File: src/rtl/alu_arbiter.sv
// alu_arbiter
// Round-robin arbiter and sequencer that shares one registered 32-bit ALU
// among NUM_REQ requesters. One operation is in flight at a time:
//   IDLE  -> accept one request (combinational round-robin grant)
//   ISSUE -> ALU samples the registered operands
//   CAPT  -> capture the ALU result into the response registers
//   RESP  -> hold the response until rsp_ready, then return to IDLE
//
// Ports
//   clk, rst                 : clock, synchronous active-high reset
//   req_valid/req_ready      : per-requester request handshake (ready one-hot)
//   req_a/req_b              : 32-bit operand slices, slice i = [32*i+31:32*i]
//   req_opcode               : 4-bit opcode slices
//   req_carry                : carry/borrow-in per requester
//   req_lock                 : hold the grant for the next operation
//   rsp_valid/rsp_ready      : response handshake
//   rsp_id/rsp_result/rsp_carry : tagged response
//   alu_a/alu_b/alu_opcode/alu_carry_in : registered drive to the ALU
//   alu_result/alu_carry_out : ALU registered outputs
//
// Optional feature: define ALU_ARB_LOCK_EN to honour req_lock (grant stays
// with the locking requester until it issues an operation with req_lock=0).
// Without it req_lock is ignored but the port remains.

module alu_arbiter #(
  parameter int NUM_REQ = 4,
  parameter int ID_W    = $clog2(NUM_REQ)
) (
  input  logic                   clk,
  input  logic                   rst,
  input  logic [NUM_REQ-1:0]     req_valid,
  output logic [NUM_REQ-1:0]     req_ready,
  input  logic [32*NUM_REQ-1:0]  req_a,
  input  logic [32*NUM_REQ-1:0]  req_b,
  input  logic [4*NUM_REQ-1:0]   req_opcode,
  input  logic [NUM_REQ-1:0]     req_carry,
  input  logic [NUM_REQ-1:0]     req_lock,
  output logic                   rsp_valid,
  input  logic                   rsp_ready,
  output logic [ID_W-1:0]        rsp_id,
  output logic [31:0]            rsp_result,
  output logic                   rsp_carry,
  output logic [31:0]            alu_a,
  output logic [31:0]            alu_b,
  output logic [3:0]             alu_opcode,
  output logic                   alu_carry_in,
  input  logic [31:0]            alu_result,
  input  logic                   alu_carry_out
);

  typedef enum logic [1:0] {
    S_IDLE  = 2'd0,
    S_ISSUE = 2'd1,
    S_CAPT  = 2'd2,
    S_RESP  = 2'd3
  } state_e;

  state_e            state_q, state_d;
  logic [ID_W-1:0]   last_id_q, last_id_d;
  logic [ID_W-1:0]   cur_id_q, cur_id_d;
  logic [31:0]       alu_a_q, alu_a_d;
  logic [31:0]       alu_b_q, alu_b_d;
  logic [3:0]        alu_op_q, alu_op_d;
  logic              alu_cin_q, alu_cin_d;
  logic              rsp_valid_q, rsp_valid_d;
  logic [ID_W-1:0]   rsp_id_q, rsp_id_d;
  logic [31:0]       rsp_result_q, rsp_result_d;
  logic              rsp_carry_q, rsp_carry_d;

  logic [NUM_REQ-1:0] cand_s;
  logic               grant_found_s;
  logic [ID_W-1:0]    grant_id_s;
  logic               accept_s;

`ifdef ALU_ARB_LOCK_EN
  logic lock_q, lock_d;

  // Candidate mask: while locked, only the lock owner (last accepted) may win
  always_comb begin
    if (lock_q) begin
      cand_s = req_valid & ({{(NUM_REQ-1){1'b0}}, 1'b1} << last_id_q);
    end else begin
      cand_s = req_valid;
    end
  end
`else
  logic lock_unused;
  assign lock_unused = ^req_lock;
  assign cand_s      = req_valid;
`endif

  // Round-robin search starting one past the last granted requester
  always_comb begin
    logic [ID_W-1:0] idx;
    idx           = '0;
    grant_found_s = 1'b0;
    grant_id_s    = '0;
    for (int k = 1; k <= NUM_REQ; k++) begin
      idx = ID_W'((int'(last_id_q) + k) % NUM_REQ);
      if (!grant_found_s && cand_s[idx]) begin
        grant_found_s = 1'b1;
        grant_id_s    = idx;
      end else begin
        grant_found_s = grant_found_s;
      end
    end
  end

  // Ready only for the winner, only in IDLE; no handshake while reset is applied
  always_comb begin
    req_ready = '0;
    if ((state_q == S_IDLE) && grant_found_s && !rst) begin
      req_ready[grant_id_s] = 1'b1;
    end else begin
      req_ready = '0;
    end
  end

  assign accept_s = |req_ready;

  // FSM next-state logic
  always_comb begin
    state_d = state_q;
    case (state_q)
      S_IDLE: begin
        if (accept_s) state_d = S_ISSUE;
        else          state_d = S_IDLE;
      end
      S_ISSUE: state_d = S_CAPT;
      S_CAPT:  state_d = S_RESP;
      S_RESP: begin
        if (rsp_valid_q && rsp_ready) state_d = S_IDLE;
        else                          state_d = S_RESP;
      end
      default: state_d = S_IDLE;
    endcase
  end

  // FSM state register
  always_ff @(posedge clk) begin
    if (rst) begin
      state_q <= S_IDLE;
    end else begin
      state_q <= state_d;
    end
  end

  // Datapath next-state: operands load on accept, response loads in CAPT
  always_comb begin
    last_id_d    = last_id_q;
    cur_id_d     = cur_id_q;
    alu_a_d      = alu_a_q;
    alu_b_d      = alu_b_q;
    alu_op_d     = alu_op_q;
    alu_cin_d    = alu_cin_q;
    rsp_valid_d  = rsp_valid_q;
    rsp_id_d     = rsp_id_q;
    rsp_result_d = rsp_result_q;
    rsp_carry_d  = rsp_carry_q;
`ifdef ALU_ARB_LOCK_EN
    lock_d       = lock_q;
`endif
    if (accept_s) begin
      alu_a_d   = req_a[32*int'(grant_id_s) +: 32];
      alu_b_d   = req_b[32*int'(grant_id_s) +: 32];
      alu_op_d  = req_opcode[4*int'(grant_id_s) +: 4];
      alu_cin_d = req_carry[grant_id_s];
      cur_id_d  = grant_id_s;
      last_id_d = grant_id_s;
`ifdef ALU_ARB_LOCK_EN
      lock_d    = req_lock[grant_id_s];
`endif
    end else if (state_q == S_CAPT) begin
      rsp_result_d = alu_result;
      rsp_carry_d  = alu_carry_out;
      rsp_id_d     = cur_id_q;
      rsp_valid_d  = 1'b1;
    end else if ((state_q == S_RESP) && rsp_valid_q && rsp_ready) begin
      rsp_valid_d  = 1'b0;
    end else begin
      rsp_valid_d  = rsp_valid_q;
    end
  end

  // Datapath registers; last_id resets to NUM_REQ-1 so requester 0 wins first
  always_ff @(posedge clk) begin
    if (rst) begin
      last_id_q    <= ID_W'(NUM_REQ - 1);
      cur_id_q     <= '0;
      alu_a_q      <= 32'd0;
      alu_b_q      <= 32'd0;
      alu_op_q     <= 4'd0;
      alu_cin_q    <= 1'b0;
      rsp_valid_q  <= 1'b0;
      rsp_id_q     <= '0;
      rsp_result_q <= 32'd0;
      rsp_carry_q  <= 1'b0;
`ifdef ALU_ARB_LOCK_EN
      lock_q       <= 1'b0;
`endif
    end else begin
      last_id_q    <= last_id_d;
      cur_id_q     <= cur_id_d;
      alu_a_q      <= alu_a_d;
      alu_b_q      <= alu_b_d;
      alu_op_q     <= alu_op_d;
      alu_cin_q    <= alu_cin_d;
      rsp_valid_q  <= rsp_valid_d;
      rsp_id_q     <= rsp_id_d;
      rsp_result_q <= rsp_result_d;
      rsp_carry_q  <= rsp_carry_d;
`ifdef ALU_ARB_LOCK_EN
      lock_q       <= lock_d;
`endif
    end
  end

  assign alu_a        = alu_a_q;
  assign alu_b        = alu_b_q;
  assign alu_opcode   = alu_op_q;
  assign alu_carry_in = alu_cin_q;
  assign rsp_valid    = rsp_valid_q;
  assign rsp_id       = rsp_id_q;
  assign rsp_result   = rsp_result_q;
  assign rsp_carry    = rsp_carry_q;

endmodule

File: config.mk
export PLATFORM = sky130hd
export DESIGN_NAME = alu_arbiter
export DESIGN_NICKNAME = d
export VERILOG_FILES = /design/src/rtl/alu_arbiter.sv
export SDC_FILE = /design/constraint.sdc
export NUM_CORES = 1
export LEC_CHECK = 0
export CAP_MARGIN = 40
export CORE_AREA = 2 2 168 170
export CTS_BUF_LIST = sky130_fd_sc_hd__clkbuf_16
export CTS_CLUSTER_DIAMETER = 150
export DETAILED_ROUTE_END_ITERATION = 6
export DIE_AREA = 0 0 170 172
export RECOVER_POWER = 50
export SYNTH_ARGS = -nofsm -noshare
export SYNTH_HDL_FRONTEND = slang
export SYNTH_SLANG_ARGS = --single-unit
File: constraint.sdc
create_clock -name clk -period 1.9 [get_ports clk]
set_input_delay 0.19 -clock clk [delete_from_list [all_inputs] [get_ports clk]]
set_output_delay 0.19 -clock clk [all_outputs]
set_load 0.05 [all_outputs]
==> metrics.cfg <==
[clock_network]
cts-root-buf=clkbuf_16
cts_tree=yes
cts_hold_buf=0
path_clk_slew_ps=90
clock-sinks=111
clk_latency_ps=370
clockBufferDepth=2
cts_max_level=3
cts-buffers-inserted=9

[detailed_routing]
wl_per_cell_um=20.51
first_pass_iters=5
via_per_inst=5.064
drc=0
postRouteWirelength_um=30320
ant_nets=0
num_vias=7485
drt_iter0_markers=346

[synth]
avgSynthCellArea_um2=8.735
synth_warnings=0
synth.largest_area_cell=dfxtp_1
syn_nets=1015
synth_cell_types=32
synth_seq_cells=111
synth_area_leaders=dfxtp_1 37%, mux2_1 12%, a221o_1 11%, a21oi_1 8.7%, o31ai_1 8.4%
yosys.area.top_type_share_pct=36.60
synthCells=695
yosysSeqAreaShare_pct=36.60
netlist_area_mm2=0.006071

[pwr]
share_comb_of_total_power_pct=47.0
power_frac_clock_pct=22.2
vdd_drop_max_v=0.0003883
p_per_area_mw_per_mm2=746.9
switching_share_pct=37.88
internal_power_w=0.005597
p_leak_nw=4.709
pwr-share-seq_pct=30.8
p_switching_w=0.003413

[sta]
setup_viol=14
tightest_slew_ps=764.7
fin_tns_setup_ps=-162.9
fin_crit_ps=1933
rsz0062_at_grt=yes
hold_viol=0
drv_slew=0
fmaxAchievable_mhz=517.3
fin_ws_ps=-33.22
fin_worst_skew_ps=16.90
final.period_utilization_pct=101.7
relSlewSlack_pct=49.24

[die]
die-area_mm2=0.02924
start_util_pct=22.09
rows=61
die_h_um=172
die_x_um=170
fp.coreArea_mm2=0.02748
io_pins=429

[run]
drv_cap=0

[grt]
grt_max_degree=43
top_usage_layer=met2
grt_use_met1_pct=23.70
grt_use_met3_pct=5.631
grt_usage_pct=19.64
antenna_found_initial=3
grt_pass1_vias=7331
use_met2_pct=33.82
globalRouteOverflowTotal=0
grt_pass1_wl_um=43730

[finish]
syn2layout_area_growth_pct=98.70
nNetsFinal=1445
final_cells=1478
drive_gt1_share_pct=17.43
design_area_mm2=0.01206

[placed_design]
hpwl_um=22560
gp_congestion=0.8237
dpl_cell_area_mm2=0.01159
post-place-ws_ps=-502.1
dpl.cell_count=1456
portBuffers=424

[worst_hold_path]
holdCritPathClass=input port to register

[setup_path]
cp_max_fo=5
cp_data_required_time_ps=2160
end_kind=register
path_class=register to register
start_kind=register
worst-endpoint-arrival_ps=2190

[outcome]
violations=negative setup slack
status=finished, violations left

## registers in the layout, indices dropped and copies added, names as in the netlist
register and flops:
last_id_q 2, rsp_carry 1, alu_a 32, state_q 2, rsp_valid 1, alu_b 32
alu_opcode 4, alu_carry_in 1, rsp_id 2, cur_id_q 2, rsp_result 32
## synthesized netlist by cell type, drive strengths merged
cell and instances:
a21o 1, a21oi 106, a221o 68, a41oi 1, and2 2, buf 16, clkbuf 72, dfxtp 111
mux2 68, mux2i 2, nand2 75, nand2b 3, nand3 2, nand4 68, nor2 13, nor2b 3
nor3 3, nor4 2, o21a 2, o21ai 4, o21bai 2, o221ai 1, o22ai 1, o31a 1
o31ai 68
## metal layers
metal	share of wire (%)	up-vias
met5	0	-
li1	-	3573
met1	41	3519
met3	8.8	35
met2	49	358
met4	1.8	0
## cell usage in the layout (no fill, tap or decap), types with 2 or more instances in the layout
| master | Yosys | final |
|---|---|---|
| nand2b_1 | 3 | 2 |
| a21oi_1 | 105 | 105 |
| nor2b_4 | 0 | 2 |
| buf_4 | 0 | 43 |
| dfxtp_1 | 111 | 107 |
| o21a_4 | 0 | 2 |
| mux2i_1 | 2 | 2 |
| clkdlybuf4s50_1 | 0 | 412 |
| o21ai_4 | 0 | 3 |
| clkbuf_16 | 0 | 10 |
| nand4_1 | 68 | 68 |
| clkinvlp_4 | 0 | 2 |
| nor2_2 | 0 | 2 |
| nand2_1 | 75 | 74 |
| clkbuf_1 | 72 | 6 |
| diode_2 | 0 | 2 |
| nor2_4 | 0 | 4 |
| a221o_1 | 68 | 68 |
| o21bai_1 | 2 | 2 |
| buf_12 | 0 | 27 |
| dfxtp_2 | 0 | 3 |
| mux2_4 | 0 | 67 |
| clkinv_8 | 0 | 3 |
| clkbuf_2 | 0 | 2 |
| buf_6 | 7 | 11 |
| nor3_1 | 2 | 2 |
| o31ai_1 | 68 | 67 |
| nor2_1 | 13 | 7 |
| dlygate4sd2_1 | 0 | 4 |
## final timing paths
check / startpoint / to / slack (ps) / cells after the start
hold / removal: alu_result[28] / rsp_result[28] / 370 / 3
hold reg to reg: rsp_result[3] / rsp_result[3] / 450 / 2
setup / recovery: last_id_q[0] / alu_opcode[0] / -30 / 8
setup reg to reg: last_id_q[0] / alu_opcode[0] / -30 / 8
## cell families after synthesis
logic type	share of synthesized area, %
AO/OA/AOI/OAI	29.91
multiplexers	12.94
AND/OR/NAND/NOR	14.18
buffers and inverters	6.368
flip-flops	36.60
## power groups by stage
stage                     clock network (W)  logic [W]  registers, W
after global routing                0.00217    0.00446       0.00281
after floorplan                           0    0.00138       0.00370
after global placement                    0    0.00415       0.00282
final                               0.00200    0.00423       0.00278
after detailed placement                  0    0.00416       0.00282
after CTS                           0.00210    0.00424       0.00277
## timing repair
action	in CTS	in global routing
gates cloned	0	1
endpoints found under the setup margin	72	72
pin swaps	6	2
resized for setup	29	14
setup buffers	4	0
hold endpoints to repair	0	0
## metrics by stage
| step | hold slack (ps) | utilization [%] | total power (W) |
|---|---|---|---|
| 2_1_floorplan | 326.0 | - | 0.005078 |
| 3_5_place_dp | 446.3 | 42.18 | 0.006982 |
| 4_1_cts | 347.6 | 43.78 | 0.009121 |
| 5_1_grt | 371.3 | 43.90 | 0.009439 |
| 3_3_place_gp | 438.3 | 42.18 | 0.006969 |
| 6_report | 373.4 | 43.90 | 0.009010 |
## area by class of cell
type,count,area (um2)
Multi-Input combinational cell,496,3870
Clock inverter,7,81.33
Fill cell,2682,15410
Tap cell,346,432.9
Clock buffer,9,225.2
Sequential cell,111,2230
Timing Repair Buffer,507,5219
Antenna cell,2,5.005
## critical path, cell delays in order (launching register included)
cell	delay (ps)
dfxtp_4	370
nand2b_4	150
a21oi_4	70
nor3_4	220
buf_6	150
buf_12	120
buf_4	120
mux2_2	320
a221o_1	300
Power figures use the tool's default switching activity.
